$ cat config.mk
export PLATFORM = sky130hd
export DESIGN_NAME = acq_trigger
export DESIGN_NICKNAME = d
export VERILOG_FILES = /design/src/rtl/acq_trigger.sv
export SDC_FILE = /design/constraint.sdc
export NUM_CORES = 1
export LEC_CHECK = 0
export BUFFER_PORTS_ARGS = -buffer_cell sky130_fd_sc_hd__buf_2
export CELL_PAD_IN_SITES_DETAIL_PLACEMENT = 1
export CELL_PAD_IN_SITES_GLOBAL_PLACEMENT = 1
export CORE_AREA = 4 4 476 478
export CTS_BUF_LIST = sky130_fd_sc_hd__clkbuf_8 sky130_fd_sc_hd__clkbuf_16
export DETAILED_ROUTE_END_ITERATION = 10
export DIE_AREA = 0 0 480 482
export PLACE_DENSITY = 0.38
export REMOVE_ABC_BUFFERS = 1
export SKIP_CTS_REPAIR_TIMING = 1
export SYNTH_ARGS = -nofsm -noshare
export SYNTH_HDL_FRONTEND = slang
export SYNTH_SLANG_ARGS = --single-unit
$ cat constraint.sdc
create_clock -name clklvds -period 2.75 [get_ports clklvds]
set_input_delay 0.4125 -clock clklvds [delete_from_list [all_inputs] [get_ports clklvds]]
set_output_delay 0.4125 -clock clklvds [all_outputs]
set_load 0.02 [all_outputs]
$ cat src/rtl/acq_trigger.sv
// rtl/acq_trigger.sv - armed threshold/external/auto trigger that captures one event into a FIFO
//
// Ports:
//   clklvds, rstn          sample clock, asynchronous active-low reset
//   arm, readout_done      levels from the host clock domain, synchronised here
//   trigtype               0 immediate, 1 rising threshold, 2 falling threshold, 3 external
//   lowerthresh/upperthresh signed 12-bit thresholds, latched at arm
//   lengthtotake           FIFO words per event, latched at arm
//   autotrig               armed cycles before a forced trigger, 0 disables
//   trig_sample, ext_trig  trigger sources
//   data_in, fifo_full     capture data and FIFO back-pressure
//   fifo_wr, fifo_din      registered FIFO write port
//   trig_count, event_count, auto_fired, acq_state  status / debug
module acq_trigger #(
    parameter int DATA_W      = 560,
    parameter int SYNC_STAGES = 2
) (
    input  logic                clklvds,
    input  logic                rstn,
    input  logic                arm,
    input  logic                readout_done,
    input  logic [1:0]          trigtype,
    input  logic signed [11:0]  lowerthresh,
    input  logic signed [11:0]  upperthresh,
    input  logic [15:0]         lengthtotake,
    input  logic [15:0]         autotrig,
    input  logic signed [11:0]  trig_sample,
    input  logic                ext_trig,
    input  logic [DATA_W-1:0]   data_in,
    input  logic                fifo_full,
    output logic                fifo_wr,
    output logic [DATA_W-1:0]   fifo_din,
    output logic [15:0]         trig_count,
    output logic [15:0]         event_count,
    output logic                auto_fired,
    output logic [2:0]          acq_state
);

    typedef enum logic [2:0] {
        IDLE    = 3'd0,
        ARM1    = 3'd1,
        ARM2    = 3'd2,
        CAPTURE = 3'd3,
        DONE    = 3'd4
    } state_t;

    state_t                    state_q, state_d;
    logic [SYNC_STAGES-1:0]    arm_sync_q, arm_sync_d;
    logic [SYNC_STAGES-1:0]    done_sync_q, done_sync_d;
    logic [1:0]                type_q, type_d;
    logic signed [11:0]        lower_q, lower_d;
    logic signed [11:0]        upper_q, upper_d;
    logic [15:0]               len_q, len_d;
    logic [15:0]               to_cnt_q, to_cnt_d;
    logic                      auto_fired_q, auto_fired_d;
    logic                      fifo_wr_q, fifo_wr_d;
    logic [DATA_W-1:0]         fifo_din_q, fifo_din_d;
    logic [15:0]               trig_count_q, trig_count_d;
    logic [15:0]               event_count_q, event_count_d;

    logic arm_s;
    logic done_s;
    logic below_low;
    logic above_up;
    logic auto_hit;
    logic fire;
    logic advance;

    assign arm_s  = arm_sync_q[SYNC_STAGES-1];
    assign done_s = done_sync_q[SYNC_STAGES-1];

    // Strict signed compares: a sample equal to a threshold never advances.
    assign below_low = trig_sample < lower_q;
    assign above_up  = trig_sample > upper_q;
    assign auto_hit  = (autotrig != 16'd0) && (to_cnt_q == autotrig - 16'd1);

    // fire: a real trigger that goes straight to CAPTURE this cycle.
    // advance: first half of a threshold crossing (ARM1 -> ARM2).
    always_comb begin
        fire    = 1'b0;
        advance = 1'b0;
        if (state_q == ARM1) begin
            case (type_q)
                2'd1:    advance = below_low;
                2'd2:    advance = above_up;
                2'd3:    fire    = ext_trig;
                default: ;
            endcase
        end else if (state_q == ARM2) begin
            case (type_q)
                2'd1:    fire = above_up;
                2'd2:    fire = below_low;
                default: ;
            endcase
        end
    end

    always_comb begin
        state_d       = state_q;
        arm_sync_d    = (arm_sync_q << 1) | SYNC_STAGES'(arm);
        done_sync_d   = (done_sync_q << 1) | SYNC_STAGES'(readout_done);
        type_d        = type_q;
        lower_d       = lower_q;
        upper_d       = upper_q;
        len_d         = len_q;
        to_cnt_d      = to_cnt_q;
        auto_fired_d  = auto_fired_q;
        fifo_wr_d     = 1'b0;
        fifo_din_d    = fifo_din_q;
        trig_count_d  = trig_count_q;
        event_count_d = event_count_q;

        case (state_q)
            IDLE: begin
                trig_count_d = 16'd0;
                if (arm_s && !done_s) begin
                    type_d       = trigtype;
                    lower_d      = lowerthresh;
                    upper_d      = upperthresh;
                    len_d        = lengthtotake;
                    to_cnt_d     = 16'd0;
                    auto_fired_d = 1'b0;
                    state_d      = (trigtype == 2'd0) ? CAPTURE : ARM1;
                end
            end

            ARM1, ARM2: begin
                to_cnt_d = to_cnt_q + 16'd1;
                if (!arm_s) begin
                    state_d = IDLE;
                end else if (fire) begin
                    state_d = CAPTURE;
                end else if (auto_hit) begin
                    // Timeout beats a half-finished crossing so the forced
                    // trigger is never skipped by an ARM1->ARM2 step.
                    state_d      = CAPTURE;
                    auto_fired_d = 1'b1;
                end else if (advance) begin
                    state_d = ARM2;
                end
            end

            CAPTURE: begin
                if (trig_count_q < len_q) begin
                    // Stall while full; the event is never truncated.
                    if (!fifo_full) begin
                        fifo_wr_d    = 1'b1;
                        fifo_din_d   = data_in;
                        trig_count_d = trig_count_q + 16'd1;
                    end
                end else begin
                    event_count_d = event_count_q + 16'd1;
                    state_d       = DONE;
                end
            end

            DONE: begin
                if (done_s) begin
                    state_d      = IDLE;
                    trig_count_d = 16'd0;
                end
            end

            default: state_d = IDLE;
        endcase
    end

    always_ff @(posedge clklvds or negedge rstn) begin
        if (!rstn) begin
            state_q       <= IDLE;
            arm_sync_q    <= '0;
            done_sync_q   <= '0;
            type_q        <= 2'd0;
            lower_q       <= 12'sd0;
            upper_q       <= 12'sd0;
            len_q         <= 16'd0;
            to_cnt_q      <= 16'd0;
            auto_fired_q  <= 1'b0;
            fifo_wr_q     <= 1'b0;
            fifo_din_q    <= '0;
            trig_count_q  <= 16'd0;
            event_count_q <= 16'd0;
        end else begin
            state_q       <= state_d;
            arm_sync_q    <= arm_sync_d;
            done_sync_q   <= done_sync_d;
            type_q        <= type_d;
            lower_q       <= lower_d;
            upper_q       <= upper_d;
            len_q         <= len_d;
            to_cnt_q      <= to_cnt_d;
            auto_fired_q  <= auto_fired_d;
            fifo_wr_q     <= fifo_wr_d;
            fifo_din_q    <= fifo_din_d;
            trig_count_q  <= trig_count_d;
            event_count_q <= event_count_d;
        end
    end

    assign fifo_wr     = fifo_wr_q;
    assign fifo_din    = fifo_din_q;
    assign trig_count  = trig_count_q;
    assign event_count = event_count_q;
    assign auto_fired  = auto_fired_q;
    assign acq_state   = state_q;

endmodule

# Word-level counts from Yosys, hierarchy flattened
# Cells that the tools add are included.
[totals]
regBits = 659
[classes]
addsub = 4
order_cmp = 3
n_eq_ne = 17
mux = 29
bitwise_logic = 4
n_reduce_logical = 16
[op_table]
columns = ["operator", "n"]
rows = [
  ["$mux W16", 4],
  ["$add A16 B1 Y16 const B", 3],
  ["$pmux W16 S3", 1],
  ["$pmux W16 S2", 1],
  ["$mux W3", 7],
  ["$eq A16 B16 Y1", 1],
  ["$lt A16 B16 Y1", 1],
  ["$ne A2 B2 Y1 const B", 8],
  ["$reduce_bool A16 Y1", 1],
  ["$sub A16 B1 Y16 const B", 1],
  ["$gt A12 B12 Y1", 1],
  ["$lt A12 B12 Y1", 1],
  ["$pmux W3 S4", 1],
  ["$mux W1", 11],
  ["$reduce_and A4 Y1", 2],
  ["$eq A3 B2 Y1 const B", 2],
  ["$pmux W1 S2", 3],
  ["$reduce_and A2 Y1", 3],
  ["$ne A5 B5 Y1 const B", 1],
  ["$reduce_and A5 Y1", 1],
  ["$eq A2 B2 Y1 const B", 2],
  ["$or A2 B1 Y2", 2],
  ["$eq A3 B1 Y1 const B", 1],
  ["$eq A3 B3 Y1 const B", 1],
  ["11 further kinds", 13],
]

# Depth between registers and ports, before layout
# Gate-level depths: netlist of the first run.
[depth]
depth_word = 8
ltp_mapped = 12
mapped_depth_nobuf = 11

# Worst setup path after synthesis of the first run
# Ideal clock, no wire load.
[synth_path]
path_type = "register to register"
startpoint = "reg trig_count_q[6] (netlist: trig_count[6])"
endpoint = "reg fifo_din_q[0] (netlist: fifo_din[0])"
setup_time_ns = 0.125
arrival_time_ns = 2.984
t_required_ns = 2.625
setup_slack_ns = -0.359
stages_incl_launch_ff = 12
period_less_slack_ns = 3.109
cell_sequence = "dfrtp_1 -> ha_1 -> and4_1 -> a2111oi_0 -> o21ai_1 -> a221o_1 -> or3_4 -> inv_2 -> buf_4 -> buf_6 -> buf_6 -> mux2_2"
[synth_between]
elab_chain_cells = 2
[synth_rtl]
columns = ["element", "line", "text"]
rows = [
  ["start, declared", "58", "logic [15:0] trig_count_q, trig_count_d;"],
  ["start signal, assigned", "195", "trig_count_q <= trig_count_d;"],
  ["$lt A16 B16 Y1", "144", "if (trig_count_q < len_q) begin"],
  ["$reduce_and A3 Y1 (no line)", "n/a", ""],
  ["end signal, assigned", "194", "fifo_din_q <= fifo_din_d;"],
  ["end, declared", "57", "logic [DATA_W-1:0] fifo_din_q, fifo_din_d;"],
]
# No other way between the ends.
# A chain may end at the register's enable or synchronous reset.

# Final worst setup path of the first run
[layout_path]
startpoint = "reg trig_count_q[5] (netlist: trig_count[5])"
endpoint = "reg trig_count_q[12] (netlist: trig_count[12])"
[layout_between]
elab_chain_cells = 4
[layout_rtl]
columns = ["element", "line", "text"]
rows = [
  ["$add A16 B1 Y16", "149", "trig_count_d = trig_count_q + 16'd1;"],
  ["$mux W16", "146", "if (!fifo_full) begin"],
  ["$mux W16", "144", ""],
  ["$pmux W16 S3", "113", "case (state_q)"],
]
# Several ways; a longest one is shown, not always the timed one. The select of a mux whose other input is x is not followed.

==> results by group, run 1 <==
Min path
  • Worst Hold Depth: 2
  • Hold_sp: data_in[224]
  • Min-delay worst type: in2reg
  • Hold Path Sink: fifo_din[224]

Worst setup path
  • CP max-delay cell: or3_4
  • Critical R2R Launch: trig_count[5]
  • Crit path launch type: flip-flop
  • FF-to-FF path depth: 11
  • R2r setup slk: -0.45 ns
  • Crit end category: flip-flop
  • Critical Path Fanout Max: 6
  • Crit path max-delay family: compound AO/OA/AOI/OAI gates
  • CP Class: reg2reg
  • Critical-path cell list: ha_4 -> a21o_1 -> a2111oi_2 -> o21ai_1 -> a221o_1 -> or3_4 -> clkinv_8 -> buf_4 -> nand3_2 -> or4_4 -> a21oi_2
  • R2r endpoint: trig_count[12]
  • Max incr delay on CP: 0.50 ns
  • CP bufs+invs: 2
  • Critical Path Source: trig_count[5]
  • CP Data Arrival Time: 3.82 ns
  • Critical path data required time: 3.37 ns

Pwr
  • Max rail drop VDD: 0.000489 V
  • Power density over cell area: 1030 mW/mm^2
  • Design Power: 49200 uW
  • Leak pwr: around 0.022 uW

Routing
  • WL/cell: ~23 um
  • Vias: 23200
  • DRT iter0 DRCs: 597
  • Final ANT Viol Nets: 0
  • Routed WL: 158000 um
  • Vias per inst: 3.34
  • Drt drc: 0
  • First drt pass iteration count: 4

Die
  • Initial cell density of the core: 0.121
  • Row cnt: 173
  • DIE AREA: 0.231 mm^2
  • IO Count: 1233
  • Core area: 0.222 mm^2
  • Die W: roughly 480 um
  • Die height: 482 um

STA
  • Post-route setup slack: -0.449 ns
  • Slew of the pin with the lowest slew margin: 0.605 ns
  • Max Freq: approximately 310 MHz
  • Slew headroom: 0.597
  • Fin crit share: 1.16
  • Final Skew: roughly 0.03 ns
  • Slew Limit Fails: 0
  • Final min period: about 3.2 ns
  • RSZ-0062 raised after global routing: true
  • Final TNS setup: -226.35 ns
  • # setup viols final: ~580
  • Final hold violations: 0

Place
  • Input/output buffers: 1232
  • Post-DP HPWL: 128000 um
  • Placed Area: 0.0373 mm^2
  • GP Congestion: 0.788

GRT
  • First-pass GRT wire length: 201000 um
  • Vias in the first global route: 22700
  • Grt total ovfl: 0
  • Gr usage total: 0.126
  • Initial antenna violation count: 94
  • Pin count of the biggest net entering global routing: 81

Logic synthesis
  • Most used DFF post-synth: dfrtp_1
  • #FFs+latches synth: 659
  • Avg Cell Area, Syn: 14.7 um^2
  • EDFF count, synth: 0
  • Synth top area cells: dfrtp_1 (62%), mux2_2 (24%), buf_6 (2.3%)
  • Synth async-reset ratio: 1.00
  • Most instantiated library cell after synthesis: dfrtp_1
  • Post-synthesis cell type count: 59
  • Synth top area share: 0.617
  • Gate Count Post-Synth: 1814
  • Post-synth top cells: dfrtp_1 (659), mux2_2 (564), nand2_1 (81), o21ai_0 (59), buf_6 (55)
  • Mapped cell area: 0.0267 mm^2
  • Ys Warns: 0
  • Register area share after synthesis: 0.617
  • Yosys top cell by area: dfrtp_1

Finish
  • Register area: 0.0165 mm^2
  • Final Core Density: 0.215
  • Final instance area: 0.0476 mm^2
  • Multi-input gate area: 0.00966 mm^2
  • Layout cell share with drive strength beyond 1: 0.545
  • Layout Nets: 4523
  • Layout Area Growth over Synthesis: 78.1%
  • # fillers: 25200

Clocking
  • H-tree depth: 3
  • CTS tree: yes
  • Clk root buf: clkbuf_16
  • CTS Buffer Depth: 3
  • CTS sink cnt: 659
  • Clock slew seen by the registers of the worst setup and hold paths: around 0.060 ns
  • Num CTS Buffers: 90
  • Clock Latency Late Sink: 0.72 ns

Run
  • Max cap viols: 0

Outcome
  • Failing checks: setup timing
  • Status: finished, violations left
kinds of logic after synthesis:
logic type      count (synthesis)  synth area share
compound gates                116            0.0268
fa+ha+maj                      45            0.0211
simple gates                  240            0.0448
xor+xnor                       56            0.0183
buf+inv                       133            0.0346
flops                         659             0.617
mux                           565             0.238
power by group:
group / total, uW / switching, uW / internal (uW) / leakage, uW
clock: 12100 / 4950 / 7170 / 0.00157
sequential: 16400 / 2390 / 14000 / 0.00817
combinational: 20700 / 12500 / 8170 / 0.0126
final cells by class:
class,count,share of cell area
sequential,659,0.346
timing repair buffer,2015,0.302
multi-input combinational,1022,0.203
tap,2975,0.0782
clock buffer,103,0.0511
clock inverter,56,0.0122
inverter,53,0.00444
antenna,51,0.00268
timing repair inverter,1,0.000342
worst register-to-register path: stages (launching register included):
cell and delay, ns:
dfrtp_1 0.41, ha_4 0.25, a21o_1 0.16, a2111oi_2 0.34, o21ai_1 0.14, a221o_1 0.35
or3_4 0.50, clkinv_8 0.12, buf_4 0.13, nand3_2 0.10, or4_4 0.50, a21oi_2 0.12
placed cells by master, fill, tap and decap left out, types with 4 or more instances in the layout:
master / count
nand4_1: 27
and2_1: 4
a21oi_1: 14
bufinv_16: 9
dlygate4sd3_1: 602
o31ai_1: 4
or3_1: 8
mux2_4: 73
buf_2: 1231
buf_6: 9
a21o_1: 5
nand2b_1: 4
buf_12: 18
o21ai_0: 58
nand3_1: 22
buf_16: 10
nor4_1: 5
and3_1: 8
buf_8: 5
o21a_1: 5
diode_2: 51
xnor2_1: 24
ha_1: 43
clkbuf_16: 109
clkbuf_8: 13
xor2_1: 32
mux2_2: 491
and4_1: 5
dfrtp_1: 659
nand2_1: 81
nor3_1: 7
clkinv_2: 14
clkinv_8: 4
o211ai_1: 4
inv_1: 72
nor2_1: 48
buf_4: 121
how the worst max path moves through the flow:
| stage | end | slack [ns] | cells past startpoint |
|---|---|---|---|
| 2_1_floorplan | trig_count[10] | -6.97 | 10 |
| 3_3_place_gp | fifo_din[346] | -0.82 | 10 |
| 3_5_place_dp | fifo_din[222] | -0.60 | 10 |
| 4_1_cts | fifo_din[117] | -0.63 | 10 |
| 5_1_grt | fifo_din[472] | -0.57 | 10 |
| 6_report | trig_count[12] | -0.45 | 11 |
through the flow:
stage / setup slack, ns / instances / hold WS, ns
after detailed placement: -0.603 / 6091 / 0.337
after CTS: -0.625 / 6250 / -0.385
after global placement: -0.824 / 6091 / 0.334
after global routing: -0.566 / 6914 / -0.0109
final: -0.449 / 6935 / 0.0838
after floorplan: -6.97 / 1734 / 0.117
flip-flops by register name (all words and copies together), names as in the netlist:
| signal | flops |
|---|---|
| fifo_din | 560 |
| event_count | 16 |
| len_q | 16 |
| to_cnt_q | 16 |
| trig_count | 16 |
| lower_q | 12 |
| upper_q | 12 |
| acq_state | 3 |
| arm_sync_q | 2 |
| done_sync_q | 2 |
| type_q | 2 |
| auto_fired | 1 |
| fifo_wr | 1 |
layer usage:
layer | global-route usage | routed length [um]
met2 | 0.221 | 79900
met1 | 0.134 | 61100
met3 | 0.0631 | 14000
met5 | 0 | 325
met4 | 0.0300 | 2960
Power figures use the tool's default switching activity.
==> run 2, diff against run 1 <==
- CORE_AREA: 4 4 476 478 -> 4 4 478 480
- DIE_AREA: 0 0 480 482 -> 0 0 482 484
- PLACE_DENSITY: 0.38 -> 0.37
- clock period: 2.75 -> 3.7 ns (I/O delays scaled with it)
==> run 2 against run 1 <==
Effect of this change:
- the flow now finishes without violations
- core utilization shrank 3.2 points
- via count fell by 8.7%
- non-clock buffer count fell by 623
- sequential share of layout area increased by 5.7 points
==> results by group, run 2 (synthesis gave the netlist of run 1 again) <==
Place
  • Post-DP HPWL: 128000 um
  • GP Congestion: 0.806
  • Pre-CTS setup slack: 0.142 ns
  • Input/output buffers: 1232

Clocking
  • CTS tree: yes
  • CTS Buffer Depth: 3
  • H-tree depth: 3
  • Clock Latency Late Sink: 0.72 ns
  • Num CTS Buffers: between 90 and 100
  • CTS sink cnt: 659
  • Clk root buf: clkbuf_16
  • Clock slew seen by the registers of the worst setup and hold paths: 0.06 ns

Worst setup path
  • Crit path launch type: flip-flop
  • Crit end category: flip-flop
  • CP Data Arrival Time: 4.03 ns
  • Critical path data required time: 4.31 ns
  • Critical Path Fanout Max: 38
  • CP Class: reg2reg

Routing
  • WL met2: 75400 um
  • First drt pass iteration count: 4
  • Routed WL: 153000 um
  • DRT iter0 DRCs: roughly 640
  • Vias per inst: 3.33
  • Met3 Wirelength: 17600 um
  • Vias: about 21000
  • Drt drc: 0
  • Met1 wire length: 56100 um
  • Top routing layer in use: met5
  • WL/cell: 24.1 um
  • Final ANT Viol Nets: 0

STA
  • Slew headroom: 0.475
  • Final min period: 3.42 ns
  • Final Skew: 0.0386 ns
  • Worst hold margin: 0.0617 ns
  • Slew of the pin with the lowest slew margin: around 0.79 ns
  • Final hold violations: 0
  • Final TNS setup: 0 ns
  • Max Freq: 293 MHz
  • Fin crit share: 0.924
  • RSZ-0062 raised after global routing: false
  • # setup viols final: 0
  • Slew Limit Fails: 0
  • Post-route setup slack: 0.282 ns

Finish
  • Most frequent cells in the layout: buf_2 (1231), dfrtp_1 (659), mux2_2 (564)
  • Layout cell share with drive strength beyond 1: 0.613
  • Layout Nets: roughly 3900
  • Max reg flops: 560
  • Most common cell after layout, fill and taps aside: buf_2
  • Layout Area Growth over Synthesis: 52.9%
  • # fillers: 25700

Die
  • Row cnt: 174
  • Core area: approximately 0.22 mm^2
  • DIE AREA: between 0.2 and 0.25 mm^2
  • Initial cell density of the core: 0.119
  • Die height: 484 um
  • Die W: between 400 and 500 um
  • IO Count: approximately 1200

Outcome
  • Status: finished, final reports clean

GRT
  • Pin count of the biggest net entering global routing: 86
  • First-pass GRT wire length: 203000 um
  • Grt total ovfl: 0
  • Vias in the first global route: 22200
  • Gr usage total: 0.127
  • Initial antenna violation count: 175

Pwr
  • Max rail drop VDD: 0.000428 V
  • Power density over cell area: 865 mW/mm^2
  • Leak pwr: 0.0193 uW

Min path
  • Min-delay worst type: in2reg

Run
  • Max cap viols: 0
run 2: path summary, 6_finish.rpt:
path | start | end | slack, ns | depth (start not counted)
max | trig_count[6] | fifo_din[42] | 0.28 | 10
min | lowerthresh[5] | lower_q[5] | 0.06 | 3
max reg2reg | trig_count[6] | fifo_din[42] | 0.28 | 10
min reg2reg | done_sync_q[0] | done_sync_q[1] | 0.35 | 0
max in group asynchronous | rstn | fifo_din[276] | 2.07 | 3
min in group asynchronous | rstn | event_count[9] | 0.42 | 2
run 2: metrics by stage:
step | instances | area, um^2 | total power (uW) | utilization
4_1_cts | 6195 | 39900 | 36500 | 0.178
3_3_place_gp | 6033 | 36900 | 26800 | 0.164
5_1_grt | 6299 | 40800 | 37700 | 0.182
2_1_floorplan | 1734 | 26000 | 19800 | -
3_5_place_dp | 6033 | 36900 | 27000 | 0.164
6_report | 6351 | 40900 | 35400 | 0.182
run 2: routing by layer:
metal | vias to the layer above | global-route usage
met2 | 947 | 0.221
met3 | 305 | 0.0662
met4 | 106 | 0.0278
met5 | - | 0
li1 | 9360 | -
met1 | 10500 | 0.136
run 2: final cells by class:
cell class	count	area (um^2)	share of cell area
diodes	71	178	0.00434
clock buffers	107	2510	0.0613
clock inverters	55	512	0.0125
inverters	53	206	0.00505
multi-input cells	1022	9340	0.228
flip-flops and latches	659	16500	0.403
well taps	2992	3740	0.0915
repair buffers	1392	7930	0.194
run 2: critical path, stage by stage, from the launching register on:
cell and delay, ns:
dfrtp_1 0.38, ha_1 0.33, and4_1 0.21, a2111oi_0 0.43, o21ai_1 0.16, a221o_1 0.34
or3_4 0.39, inv_8 0.18, buf_12 0.22, buf_12 0.27, mux2_2 0.36
run 2: where the power goes:
group          total [uW]  switching, uW  leakage (uW)  internal, uW
clock                9040           3730       0.00159          5310
combinational       14100           8920       0.00958          5220
sequential          12200           1760       0.00817         10400
total               35400          14400        0.0193         21000
==> run 3, diff against run 2 <==
- CORE_AREA: 4 4 478 480 -> 4 4 477 479
- DIE_AREA: 0 0 482 484 -> 0 0 481 483
- clock period: 3.7 -> 3.9 ns (I/O delays scaled with it)
==> run 3 against run 2 <==
Effect of this change:
- combinational power shrank 5%
- hold slack gained 0.035 ns
- largest cell class unchanged
- highest routed layer unchanged
- flip-flop and latch count is the same
- wire length shrank 0.65%
- global-route usage is essentially flat
- critical path depth is the same
==> results by group, run 3 (synthesis gave the netlist of run 1 again) <==
Place
  • Post-DP HPWL: around 130000 um
  • GP Congestion: 0.816
  • Input/output buffers: 1232

Pwr
  • Power density over cell area: 839 mW/mm^2
  • Max rail drop VDD: 0.000299 V
  • Leak pwr: 0.0190 uW

Finish
  • Final Core Density: 0.179
  • Most frequent cells in the layout: buf_2 (1231), dfrtp_1 (659), mux2_2 (564)
  • Max reg flops: 560
  • Most common cell after layout, fill and taps aside: buf_2
  • Layout Area Growth over Synthesis: 49.9%
  • Layout cell share with drive strength beyond 1: 0.630
  • Layout Nets: 3824

Routing
  • Final ANT Viol Nets: 0
  • Vias per inst: 3.34
  • Met3 Wirelength: 16900 um
  • Vias: ~21000
  • Top routing layer in use: met5
  • Routed WL: 152000 um
  • DRT iter0 DRCs: 648
  • Drt drc: 0
  • First drt pass iteration count: 4
  • WL/cell: 24.3 um
  • WL met2: between 70000 and 80000 um
  • Met1 wire length: 57000 um

GRT
  • Grt total ovfl: 0
  • Pin count of the biggest net entering global routing: a little over 90
  • Initial antenna violation count: between 100 and 150
  • First-pass GRT wire length: 204000 um
  • Gr usage total: 0.127
  • Vias in the first global route: 22400

Run
  • Max cap viols: 0

Die
  • Initial cell density of the core: 0.120
  • Die W: 481 um
  • DIE AREA: about 0.23 mm^2
  • Core area: 0.224 mm^2
  • Row cnt: 174
  • Die height: 483 um
  • IO Count: 1233

Clocking
  • CTS Buffer Depth: 3
  • H-tree depth: 3
  • CTS tree: yes
  • Clock slew seen by the registers of the worst setup and hold paths: ~0.050 ns
  • CTS sink cnt: ~660
  • Clock Latency Late Sink: 0.72 ns
  • Num CTS Buffers: 93
  • Clk root buf: clkbuf_16

STA
  • Worst hold margin: a little under 0.1 ns
  • Final min period: 3.44 ns
  • Final hold violations: 0
  • Final Skew: 0.0308 ns
  • Slew Limit Fails: 0
  • RSZ-0062 raised after global routing: false
  • Slew of the pin with the lowest slew margin: between 0.8 and 0.9 ns
  • Fin crit share: 0.883
  • Final TNS setup: 0 ns
  • Slew headroom: 0.466
  • Max Freq: 291 MHz
  • # setup viols final: 0

Worst setup path
  • CP Data Arrival Time: 4.02 ns
  • Critical path data required time: 4.47 ns
  • Critical Path Fanout Max: 27
  • CP Class: reg2reg
  • Crit path launch type: flip-flop
  • Crit end category: flip-flop

Min path
  • Min-delay worst type: in2reg

Outcome
  • Status: finished, final reports clean
run 3: changes by cell type in the layout (fill, tap and decap cells not counted), sizes merged, moves of 3 or more:
cell and delta:
bufinv -3, clkbuf +8, dlygate4sd3 -82, diode -37, clkinvlp +6, buf +4
run 3: report_power, final:
group          total (uW)  internal (uW)  switching [uW]
logic               13400           4900            8550
clock network        8560           5050            3510
registers           11600           9910            1710
total               33600          19900           13800
run 3: area by class of cell:
| cell class | count | area (um^2) |
|---|---|---|
| fill | 25700 | 184000 |
| sequential | 659 | 16500 |
| multi-input combinational | 1022 | 9340 |
| timing repair buffer | 1314 | 7140 |
| tap | 2992 | 3740 |
| clock buffer | 115 | 2640 |
| clock inverter | 55 | 440 |
| inverter | 53 | 206 |
| antenna | 34 | 85.1 |
run 3: layer usage:
| metal | vias to the layer above | global-route usage |
|---|---|---|
| met5 | - | 0 |
| met1 | 10400 | 0.141 |
| met4 | 104 | 0.0272 |
| li1 | 9169 | - |
| met3 | 268 | 0.0595 |
| met2 | 946 | 0.222 |
run 3: worst paths after layout:
check	from	endpoint	slack [ns]	cells past startpoint
max in group asynchronous	rstn	fifo_din[205]	2.20	4
hold reg to reg	done_sync_q[0]	done_sync_q[1]	0.35	0
hold / removal	lowerthresh[11]	lower_q[11]	0.1	3
min in group asynchronous	rstn	event_count[3]	0.52	2
setup reg to reg	trig_count[6]	fifo_din[100]	0.46	10
setup / recovery	trig_count[6]	fifo_din[100]	0.46	10
run 3: worst max-delay path: stages (launching register included):
cell       delay (ns)
dfrtp_1          0.42
ha_1             0.35
and4_1           0.21
a2111oi_0        0.37
o21ai_1          0.15
a221o_1          0.34
or3_4            0.39
inv_8            0.21
buf_12           0.25
buf_12           0.22
mux2_2           0.35
run 3: through the flow:
step	setup WS, ns	instances	cell area (um^2)	power (uW)
after floorplan	-5.82	1734	26000	18800
after global placement	0.311	6037	36900	25600
after detailed placement	0.408	6037	36900	25800
after CTS	0.388	6207	40000	34700
after global routing	0.245	6217	40000	35800
final	0.458	6244	40100	33600
